### config.mk
export PLATFORM = sky130hd
export DESIGN_NAME = usb_tx_arbiter
export DESIGN_NICKNAME = d
export VERILOG_FILES = /design/src/rtl/usb_tx_arbiter.sv
export SDC_FILE = /design/constraint.sdc
export NUM_CORES = 1
export LEC_CHECK = 0
export ABC_AREA = 0
export CORE_MARGIN = 4
export CORE_UTILIZATION = 33
export CTS_CLUSTER_SIZE = 10
export DETAILED_ROUTE_END_ITERATION = 7
export PLACE_DENSITY_LB_ADDON = 0.15
export SETUP_SLACK_MARGIN = 0.5
export SLEW_MARGIN = 15
export SYNTH_ARGS = -nofsm -noshare
export SYNTH_HDL_FRONTEND = slang
export SYNTH_SLANG_ARGS = --single-unit
### constraint.sdc
create_clock -name clk -period 5.5 [get_ports clk]
set_clock_uncertainty 0.05 [all_clocks]
set_input_delay 1.1 -clock clk [delete_from_list [all_inputs] [get_ports clk]]
set_output_delay 1.1 -clock clk [all_outputs]
set_load 0.05 [all_outputs]
### src/rtl/usb_tx_arbiter.sv
// usb_tx_arbiter: round-robin, packet-locked sharing of the CDC serial TX port.
// Bytes are discarded (and counted) while the USB host is absent.
module usb_tx_arbiter #(
  parameter int N_REQ        = 2,
  parameter int MAX_BURST    = 64,
  parameter int IDLE_TIMEOUT = 255
) (
  input  logic               clk,
  input  logic               reset,
  input  logic [N_REQ-1:0]   req_valid,
  input  logic [8*N_REQ-1:0] req_data,
  input  logic [N_REQ-1:0]   req_last,
  output logic [N_REQ-1:0]   req_ready,
  output logic [N_REQ-1:0]   grant,
  input  logic               host_presence,
  input  logic               uart_tx_ready,
  output logic               uart_tx_strobe,
  output logic [7:0]         uart_tx_data,
  output logic [15:0]        drop_count
);

  localparam int IW = $clog2(N_REQ);

  typedef enum logic [1:0] {
    S_IDLE,
    S_SEND,
    S_GAP
  } state_t;

  state_t state_q, state_d;

  logic [N_REQ-1:0] grant_q, grant_d;
  logic [N_REQ-1:0] ready_q, ready_d;
  logic [IW-1:0]    owner_q, owner_d;
  logic [IW-1:0]    ptr_q, ptr_d;
  logic [7:0]       burst_q, burst_d;
  logic [7:0]       idle_q, idle_d;
  logic [7:0]       data_q, data_d;
  logic             strobe_q, strobe_d;
  logic             last_q, last_d;
  logic [15:0]      drop_q, drop_d;

  logic             found;
  logic [IW-1:0]    pick;
  logic [IW:0]      sum;
  logic [IW-1:0]    next_ptr;
  logic             own_valid;
  logic             own_last;
  logic [7:0]       own_data;
  logic             consume;
  logic             timeout;
  logic             gap_release;

  // Round-robin search: first valid requester from ptr upward, wrapping.
  always_comb begin
    found = 1'b0;
    pick  = ptr_q;
    sum   = '0;
    for (int i = 0; i < N_REQ; i++) begin
      sum = {1'b0, ptr_q} + (IW+1)'(i);
      if (sum >= (IW+1)'(N_REQ)) begin
        sum = sum - (IW+1)'(N_REQ);
      end
      if (!found && req_valid[sum[IW-1:0]]) begin
        found = 1'b1;
        pick  = sum[IW-1:0];
      end
    end
  end

  // Select the current owner's byte, valid and last flags.
  always_comb begin
    own_valid = 1'b0;
    own_last  = 1'b0;
    own_data  = '0;
    for (int i = 0; i < N_REQ; i++) begin
      if (owner_q == IW'(i)) begin
        own_valid = req_valid[i];
        own_last  = req_last[i];
        own_data  = req_data[8*i +: 8];
      end
    end
  end

  // Shared decode terms for the FSM and datapath.
  always_comb begin
    next_ptr    = (owner_q == IW'(N_REQ-1)) ? '0 : owner_q + IW'(1);
    consume     = own_valid && (uart_tx_ready || !host_presence);
    timeout     = !own_valid && ((idle_q + 8'd1) == 8'(IDLE_TIMEOUT));
    gap_release = last_q || (burst_q == 8'(MAX_BURST));
  end

  // State register.
  always_ff @(posedge clk or posedge reset) begin
    if (reset) begin
      state_q <= S_IDLE;
    end else begin
      state_q <= state_d;
    end
  end

  // Next-state logic.
  always_comb begin
    state_d = state_q;
    unique case (state_q)
      S_IDLE: begin
        if (found) begin
          state_d = S_SEND;
        end
      end
      S_SEND: begin
        if (consume) begin
          state_d = S_GAP;
        end else if (timeout) begin
          state_d = S_IDLE;
        end
      end
      S_GAP: begin
        state_d = gap_release ? S_IDLE : S_SEND;
      end
      default: begin
        state_d = S_IDLE;
      end
    endcase
  end

  // Output and counter updates; ready and strobe are single-cycle pulses.
  always_comb begin
    grant_d  = grant_q;
    ready_d  = '0;
    owner_d  = owner_q;
    ptr_d    = ptr_q;
    burst_d  = burst_q;
    idle_d   = idle_q;
    data_d   = data_q;
    strobe_d = 1'b0;
    last_d   = last_q;
    drop_d   = drop_q;
    unique case (state_q)
      S_IDLE: begin
        if (found) begin
          grant_d       = '0;
          grant_d[pick] = 1'b1;
          owner_d       = pick;
          burst_d       = '0;
          idle_d        = '0;
        end
      end
      S_SEND: begin
        if (consume) begin
          ready_d = grant_q;
          last_d  = own_last;
          burst_d = burst_q + 8'd1;
          idle_d  = '0;
          if (host_presence) begin
            strobe_d = 1'b1;
            data_d   = own_data;
          end else if (drop_q != 16'hFFFF) begin
            drop_d = drop_q + 16'd1;
          end
        end else if (!own_valid) begin
          if (timeout) begin
            grant_d = '0;
            ptr_d   = next_ptr;
            idle_d  = '0;
          end else begin
            idle_d = idle_q + 8'd1;
          end
        end
      end
      S_GAP: begin
        if (gap_release) begin
          grant_d = '0;
          ptr_d   = next_ptr;
        end
      end
      default: begin
        grant_d = '0;
      end
    endcase
  end

  // Datapath registers.
  always_ff @(posedge clk or posedge reset) begin
    if (reset) begin
      grant_q  <= '0;
      ready_q  <= '0;
      owner_q  <= '0;
      ptr_q    <= '0;
      burst_q  <= '0;
      idle_q   <= '0;
      data_q   <= '0;
      strobe_q <= 1'b0;
      last_q   <= 1'b0;
      drop_q   <= '0;
    end else begin
      grant_q  <= grant_d;
      ready_q  <= ready_d;
      owner_q  <= owner_d;
      ptr_q    <= ptr_d;
      burst_q  <= burst_d;
      idle_q   <= idle_d;
      data_q   <= data_d;
      strobe_q <= strobe_d;
      last_q   <= last_d;
      drop_q   <= drop_d;
    end
  end

  assign grant          = grant_q;
  assign req_ready      = ready_q;
  assign uart_tx_strobe = strobe_q;
  assign uart_tx_data   = data_q;
  assign drop_count     = drop_q;

endmodule

==> reports/summary.txt, run 1 <==
Status - finished, final reports clean
Max Root-Sink Buffers - 2
Syn Area/Cell - 9.93 sq um
Area delta synth->final - 29.1%
Fin Hold WS - 454 ps
IO Port Bufs - 52
Placed instance area - 0.00317 sq mm
Register area share after synthesis - 0.492
Synth unique cells - 45
Clock Sinks - 50
Met3 WL - 214 um
Met1 Routed Length - 2480 um
Syn_nets - 285
RePlAce Congestion - 0.787
Antenna cells - 0
Worst hold start - drop_count[13]
Num rows - 31
Arr. time, crit path - 3120 ps
Pwr per Cell Area - 435 mW/mm^2
Metal2 WL - 2570 um
Clk pin slew, worst setup/hold paths - 100 ps
WS Path Type - input pin to register
Vias per std cell - 4.71
Vias in the first global route - 1835
Die Span X - 95.8 um
Io pins - 53
DRT Wirelength - 5310 um
CP Launch Type - input pin
Post-CTS Hold Buffers - 0
Drt drc - 0
#FFs+latches synth - 50
CTS tree - done
Power after layout - 0.00143 W
Setup TNS Final - 0 ps
Min Tclk post-route - 2970 ps
Dpl cells - 401
CP Capture Type - register
Setup violators final - 0
Max layer used - met4
Main synth FF type - dfrtp_1
Least-Margin Pin Slew - 945 ps
VDD IR max - 0.159 mV
WL/cell - 13.0 um
Grt ovf - 0
H-tree level count - 2
Worst setup path start - req_valid[1]
HPWL Detailed - 3930 um
Pre-antenna DRT Iters - 4
Starting Density - 0.345
Die H - 95.8 um
Post-CTS Setup Bufs - 0
YS warnings - 0
Hold Vio Cnt, Final - 0
Tightest Hold Check Type - register to register
Static Leak - 1.44 nW
Asr flop ratio synth - 1.00
Starting DRT DRC Count - 51
CP Data Required Time - 5650 ps
Fin area - 0.00328 sq mm
CP Max Fanout - 7
Mapped Cells - 256
Overall routing resource usage - 0.123
Initial antenna violation count - 0
Core area - 0.00737 sq mm
FMAX - 0.336 GHz
Non-filler cells, final - 409
Max_cap viols - 0
RR Startpoint - owner_q
Number of synthesized flops with an enable pin - 0
Routed Antenna Nets - 0
First-pass GRT wire length - 8890 um
Nets - 338
Clock Latency Late Sink - 300 ps
Cell Area, Synth - 0.00254 sq mm
Pins Over Slew Limit - 0
TritonCTS Buffers - 5
Routed vias - 1925
Cells resized by post-CTS repair - 0
Max-slew headroom - 0.367
Final Cycle Share - 0.541
Root Buffer - clkbuf_8
Layout cells sized above 1 - 0.0742
Pin count of the biggest net entering global routing - 51
Unrepaired setup endpoints after global routing - no
Die area - 0.00917 sq mm
[sequential cells by signal, summed over array words and instances, names as in the netlist, 2 cells and up]
| register | count |
|---|---|
| idle_q | 8 |
| state_q | 2 |
| grant | 2 |
| burst_q | 8 |
| uart_tx_data | 8 |
| req_ready | 2 |
| drop_count | 16 |
[worst max-delay path, stage by stage]
cell,delay (ps)
clkdlybuf4s50_1,560
mux2i_1,170
or3_1,450
a41oi_4,310
and3_1,260
nand4_1,120
xnor2_1,140
[where the power goes]
group	internal, W	switching (W)	leakage (nW)
logic	0.000232	0.000374	0.739
registers	0.000451	0.000103	0.640
clock network	0.000138	0.000129	0.0587
[cell usage after synthesis, types with 2 or more instances]
cell	instances	area, sq um
a21o_1	5	37.5
o211ai_1	2	15.0
inv_1	7	26.3
or3_1	2	12.5
o31ai_1	2	15.0
nand3_1	12	60.1
nor3_2	3	30.0
and2_1	3	18.8
o21ai_0	6	30.0
dfrtp_1	50	1250
nand2b_1	6	37.5
mux2_2	2	22.5
nor2_1	32	120
ha_1	5	62.6
nand2_1	29	109
a21oi_1	13	65.1
or2_2	2	12.5
mux2i_1	13	130
xor2_1	13	114
xnor2_1	9	78.8
nor3_1	4	20.0
clkbuf_1	6	22.5
nor2b_1	3	18.8
nand4_1	5	31.3
and3_1	2	12.5
[final timing paths]
path	endpoint	slack [ps]	cells after the start
worst max-delay path	drop_count[5]	2530	7
worst min-delay path	drop_count[13]	450	1
worst max register to register	drop_count[5]	2980	6
worst min register to register	drop_count[13]	450	1
max in group asynchronous	idle_q[5]	3740	3
min in group asynchronous	req_ready[0]	1220	3
[final cells by class]
cell class                 instances  area, sq um
clock inverter                     3         47.5
sequential                        50         1250
clock buffer                       5         68.8
fill                             717         4090
tap                               99          124
inverter                           7         26.3
multi-input combinational        191         1230
timing repair buffer              54          536
[kinds of logic after synthesis]
kind of cell	after synthesis	share of synthesized area
buf+inv	15	0.0241
simple gates	109	0.211
xor+xnor	22	0.0758
flops	50	0.492
mux	15	0.0601
compound gates	40	0.112
fa+ha+maj	5	0.0246
[cell usage in the layout (no fill, tap or decap), types with 9 or more instances in the layout]
master / count
nand3_1: 12
a21oi_1: 13
mux2i_1: 13
nand2_1: 29
xnor2_1: 9
xor2_1: 13
nor2_1: 32
clkdlybuf4s50_1: 52
dfrtp_1: 50
[through the flow]
| step | utilization | setup WS, ps |
|---|---|---|
| 2_1_floorplan | - | 2940 |
| 3_3_place_gp | 0.430 | 2240 |
| 3_5_place_dp | 0.430 | 2160 |
| 4_1_cts | 0.445 | 2520 |
| 5_1_grt | 0.445 | 2380 |
| 6_report | 0.445 | 2530 |
[routing by layer]
layer	GRT usage	vias up
li1	-	992
met1	0.160	901
met2	0.203	27
met3	0.0266	5
met4	0.0391	0
met5	0	-
(Power assumes the default switching activity.)
==> run 2, diff against run 1 <==
Clock period 5.5 ns to 3.05 ns, I/O delays scaled along.
==> run 2 against run 1 <==
Against the previous run:
- register-to-register slack got worse by 2200 ps
- count of clock-buffer cells in the layout increased by 1
- sequential share of layout area decreased by 0.14 points
- die area unchanged
- critical endpoint unchanged
==> reports/summary.txt, run 2 (synthesis results as in run 1) <==
Least-Margin Pin Slew - 629 ps (-316 ps)
Worst setup path start - req_valid[1]
Max_cap viols - 0 (unchanged)
WL/cell - 12.9 um (-0.88%)
Grt ovf - 0 (unchanged)
Starting DRT DRC Count - 85 (+67%)
Pin count of the biggest net entering global routing - 51 (unchanged)
Final Util - 0.447 (+0.00170)
FMAX - 0.409 GHz
Die area - 0.00917 sq mm (unchanged)
Routed vias - 1949 (+1.2%)
Vias in the first global route - 1874 (+2.1%)
Hold Vio Cnt, Final - 0 (unchanged)
Status - finished, final reports clean
First-pass GRT wire length - 8860 um (-0.32%)
Die H - 95.8 um (unchanged)
Crit path largest cell delay - 560 ps (about the same)
Overall routing resource usage - 0.125 (+0.00188)
Layout cells sized above 1 - 0.0860 (+0.0118)
Setup TNS Final - 0 ps (unchanged)
Vias per std cell - 4.72 (+0.27%)
Worst hold start - drop_count[13]
Drt drc - 0 (unchanged)
H-tree level count - 2 (unchanged)
Root Buffer - clkbuf_8
CP Max Fanout - 7 (unchanged)
Clk pin slew, worst setup/hold paths - 100 ps (about the same)
Static Leak - 1.45 nW (+0.69%)
RR Startpoint - idle_q[0]
Worst r2r path cells - 7 (+1)
VDD IR max - 0.224 mV (+41%)
Core area - 0.00737 sq mm (unchanged)
Pins Over Slew Limit - 0 (unchanged)
DRT Wirelength - 5320 um (about the same)
Max Root-Sink Buffers - 2 (unchanged)
CP Data Required Time - 3210 ps (-2440 ps)
Area delta synth->final - 29.6%
WS Path Type - input pin to register
Max FFs per register - 16 (unchanged)
Setup violators final - 0 (unchanged)
CP Capture Point - drop_count[5]
Initial antenna violation count - 0 (unchanged)
Routed Antenna Nets - 0 (unchanged)
Starting Density - 0.345 (unchanged)
Final Cycle Share - 0.802
Levels on crit path - 7 (unchanged)
Min Tclk post-route - 2450 ps
Power after layout - 0.00254 W (+78%)
Clock Sinks - 50 (unchanged)
CTS tree - done
HPWL Detailed - 3910 um (-0.50%)
Delay-heaviest family, CP - simple AND/OR/NAND/NOR gates
Fillers - 708 (-1.3%)
Die Span X - 95.8 um (unchanged)
CP Cell Sequence - clkdlybuf4s50_1 > mux2i_1 > or3_1 > a41oi_4 > and3_1 > nand4_1 > xnor2_1
Nets - 342 (+1.2%)
Unrepaired setup endpoints after global routing - no
RePlAce Congestion - 0.823 (+4.6%)
Io pins - 53 (unchanged)
Most frequent cells in the layout - clkdlybuf4s50_1, dfrtp_1, nor2_1
Worst R2R Setup Slack - 800 ps (-2180 ps)
IO Port Bufs - 52 (unchanged)
Max-slew headroom - 0.581 (+0.214)
TritonCTS Buffers - 5 (unchanged)
Pwr per Cell Area - 771 mW/mm^2 (+77%)
Worst R2R End - idle_q[3]
Arr. time, crit path - 2600 ps (-520 ps)
Commonest non-fill, non-tap cell in the layout - clkdlybuf4s50_1
CP Launch Type - input pin
CP Capture Type - register
Clock Latency Late Sink - 310 ps (about the same)
Antenna cells - 0 (unchanged)
Num rows - 31 (unchanged)
CP Buf/Inv Count - 1 (unchanged)
Pre-antenna DRT Iters - 4 (unchanged)
Tightest Hold Check Type - register to register
Slowest stage cell, crit path - clkdlybuf4s50_1
run 2: changes by cell type in the layout (fill, tap and decap cells not counted), sizes merged:
cell      before  now
buf            2    6
bufinv         1    0
clkbuf         5    6
clkinv         1    0
clkinvlp       0    1
run 2: power by group:
group | total (W) | internal, W | switching [W]
sequential | 0.000967 | 0.000815 | 0.000152
combinational | 0.00115 | 0.000434 | 0.000718
clock | 0.000423 | 0.000187 | 0.000236
total | 0.00254 | 0.00144 | 0.00111
run 2: stage by stage:
step | instance area, sq um | std cells | hold slack, ps | setup slack, ps
after floorplan | 2540 | 256 | 423 | 956
after global placement | 3180 | 403 | 449 | 293
after detailed placement | 3180 | 403 | 446 | 243
after CTS | 3280 | 411 | 460 | 587
after global routing | 3290 | 413 | 475 | 498
final | 3290 | 413 | 459 | 605
run 2: worst min path at each step:
| stage | depth (start not counted) | slack, ps | endpoint |
|---|---|---|---|
| after floorplan | 1 | 420 | idle_q[7] |
| after global placement | 1 | 450 | drop_count[5] |
| after detailed placement | 1 | 450 | drop_count[13] |
| after CTS | 1 | 460 | drop_count[13] |
| after global routing | 1 | 480 | drop_count[13] |
| final | 1 | 460 | drop_count[13] |
run 2: timing repair:
action,4_1_cts,5_1_grt
endpoints found under the setup margin,0,2
hold buffers,0,0
buffers inserted,0,2
resized for setup,0,0
run 2: area by class of cell:
| class | instances | area [sq um] | area share |
|---|---|---|---|
| clock buffers | 6 | 82.6 | 0.0251 |
| clock inverters | 2 | 16.3 | 0.00494 |
| inverters | 7 | 26.3 | 0.00798 |
| multi-input cells | 191 | 1230 | 0.373 |
| flip-flops and latches | 50 | 1250 | 0.380 |
| well taps | 99 | 124 | 0.0376 |
| repair buffers | 58 | 566 | 0.172 |
run 2: metal layers:
layer / vias to the layer above / global-route usage / share of wire
li1: 995 / - / -
met4: 0 / 0.0391 / 0.0066
met5: - / 0 / 0
met1: 918 / 0.162 / 0.46
met2: 34 / 0.202 / 0.49
met3: 2 / 0.0344 / 0.049
run 2: worst register-to-register path, delay by kind of cell (launching register included):
kind            cells  cell delay, ps
compound gates      4             820
simple gates        2             530
flops               1             460
fa+ha+maj           1             330
==> run 3, diff against run 2 <==
Clock period 3.05 ns to 2.21 ns, I/O delays scaled along.
==> run 3 against run 2 <==
Against the previous run:
- critical path type is now register to register
- setup slack lost 370 ps
- critical endpoint is now idle_q[5]
- first-iteration DRC count shrank 21%
- clock power is 23% higher
- total power rose by 51%
- combinational power rose by 73%
- count of clock-buffer cells in the layout is the same
- sequential share of layout area down 4.5 points
- utilization up 6.6 points
==> reports/summary.txt, run 3 (synthesis results as in run 1) <==
Pin count of the biggest net entering global routing - 51 (unchanged)
CP Cell Sequence - ha_4 > nor2b_1 > mux2i_1 > a211oi_2 > a211o_4 > buf_4 > o31ai_2 > a41o_1
Worst R2R Setup Slack - 240 ps (-560 ps)
FMAX - 0.507 GHz
Initial antenna violation count - 0 (unchanged)
CP Max Fanout - 7 (unchanged)
VDD IR max - 0.611 mV (+170%)
Final Cycle Share - 0.892
WS Path Type - register to register
Max_cap viols - 0 (unchanged)
H-tree level count - 2 (unchanged)
Final Util - 0.513 (+0.0657)
Max FFs per register - 16 (unchanged)
Clk pin slew, worst setup/hold paths - 100 ps (about the same)
Final worst slack - 238 ps (-367 ps)
CP Data Required Time - 2360 ps (-850 ps)
Die area - 0.00917 sq mm (unchanged)
Placed instance area - 0.00336 sq mm (+5.8%)
Grt ovf - 0 (unchanged)
Fillers - 681 (-3.8%)
Fin Hold WS - 426 ps (-32.6 ps)
Pins Over Slew Limit - 0 (unchanged)
Routed Antenna Nets - 0 (unchanged)
Sequential Area - 0.00127 sq mm (+1.2%)
HPWL Detailed - 4090 um (+4.4%)
Root Buffer - clkbuf_8
Multi-input gate area - 0.00147 sq mm (+20%)
Die Span X - 95.8 um (unchanged)
Worst slack, placed - -155 ps (-398 ps)
CP Launch Type - register
WL/cell - 13.9 um (+7.7%)
Vias per std cell - 4.84 (+2.6%)
Least-Margin Pin Slew - 496 ps (-133 ps)
Slowest stage cell, crit path - dfrtp_2
Met2 Resource Use GR - 0.226 (+0.0237)
Most frequent cells in the layout - dfrtp_1, buf_4, nand2_1
Num rows - 31 (unchanged)
Tightest Hold Check Type - input pin to asynchronous set/reset pin
Area delta synth->final - 48.7%
Routed vias - 2149 (+10%)
Setup violators final - 0 (unchanged)
Grt met1 use - 0.182 (+0.0207)
Pre-antenna DRT Iters - 4 (unchanged)
Worst R2R End - idle_q[5]
Met3 usage - 0.0344 (unchanged)
Starting Density - 0.345 (unchanged)
Antenna cells - 0 (unchanged)
Io pins - 53 (unchanged)
Starting DRT DRC Count - 67 (-21%)
RR Startpoint - idle_q[1]
Max Root-Sink Buffers - 2 (unchanged)
Drt drc - 0 (unchanged)
Delay-heaviest family, CP - compound AO/OA/AOI/OAI gates
Vias in the first global route - 2091 (+12%)
Overall routing resource usage - 0.139 (+0.0139)
Fin area - 0.00378 sq mm (+15%)
Crit path largest cell delay - 460 ps (-100 ps)
Worst r2r path cells - 8 (+1)
CTS tree - done
Static Leak - 1.67 nW (+15%)
Post-CTS Hold Buffers - 0 (unchanged)
Nets - 373 (+9.1%)
CP Capture Type - register
Status - finished, final reports clean
Unrepaired setup endpoints after global routing - yes
CP Buf/Inv Count - 1 (unchanged)
Min Tclk post-route - 1970 ps
Pwr per Cell Area - 1020 mW/mm^2 (+32%)
TritonCTS Buffers - 5 (unchanged)
Clock Sinks - 50 (unchanged)
IO Port Bufs - 52 (unchanged)
Hold Vio Cnt, Final - 0 (unchanged)
Layout cells sized above 1 - 0.368 (+0.282)
Core area - 0.00737 sq mm (unchanged)
Commonest non-fill, non-tap cell in the layout - dfrtp_1
Max-slew headroom - 0.671 (+0.0898)
Clock Latency Late Sink - 300 ps (about the same)
RePlAce Congestion - 0.790 (-4.1%)
DRT Wirelength - 6160 um (+16%)
Arr. time, crit path - 2120 ps (-480 ps)
First-pass GRT wire length - 10100 um (+14%)
Die H - 95.8 um (unchanged)
Busiest grt layer - met2
run 3: changes by cell type in the layout (fill, tap and decap cells not counted), sizes merged, moves of 2 or more:
cell / before / now
clkbuf: 6 / 15
buf: 6 / 38
dlygate4sd2: 0 / 6
clkinv: 0 / 2
clkdlybuf4s50: 52 / 20
clkdlybuf4s15: 0 / 15
run 3: layer usage:
layer / vias to the layer above / part of all wire
met5: - / 0
met4: 0 / 0.012
met3: 6 / 0.053
met2: 48 / 0.49
met1: 1040 / 0.45
li1: 1055 / -
run 3: cell type report:
class / count / area share
clock inverter: 2 / 0.00265
multi-input combinational: 191 / 0.389
tap: 99 / 0.0328
sequential: 50 / 0.335
timing repair buffer: 89 / 0.214
inverter: 7 / 0.00695
clock buffer: 6 / 0.0192
run 3: worst max path at each step:
| stage | endpoint | startpoint | depth (start not counted) |
|---|---|---|---|
| after floorplan | drop_count[5] | owner_q | 7 |
| after global placement | drop_count[1] | req_valid[0] | 6 |
| after detailed placement | drop_count[1] | req_valid[1] | 6 |
| after CTS | idle_q[3] | idle_q[0] | 8 |
| after global routing | idle_q[5] | idle_q[1] | 7 |
| final | idle_q[5] | idle_q[1] | 8 |
run 3: power breakdown:
part           internal (W)  leakage [nW]  total, W  switching, W
clock              0.000220        0.0450  0.000520      0.000300
combinational      0.000804         0.997   0.00199       0.00119
sequential          0.00113         0.624   0.00133      0.000195
run 3: stage by stage:
step | power (W) | instances | TNS, ps
floorplan | 0.00252 | 256 | 0
global placement | 0.00310 | 414 | -937
detailed placement | 0.00311 | 414 | -1480
CTS | 0.00372 | 436 | 0
global route | 0.00409 | 444 | 0
finish | 0.00384 | 444 | 0
run 3: repair_timing:
action | CTS | global route
setup endpoints to repair | 64 | 48
cloned | 0 | 0
pin swaps | 15 | 14
gates resized for setup | 94 | 43
buffers inserted | 14 | 8
run 3: tightest hold or removal path: cells and delay by family:
| family | cells | cell delay (ps) |
|---|---|---|
| buf+inv | 3 | 730 |
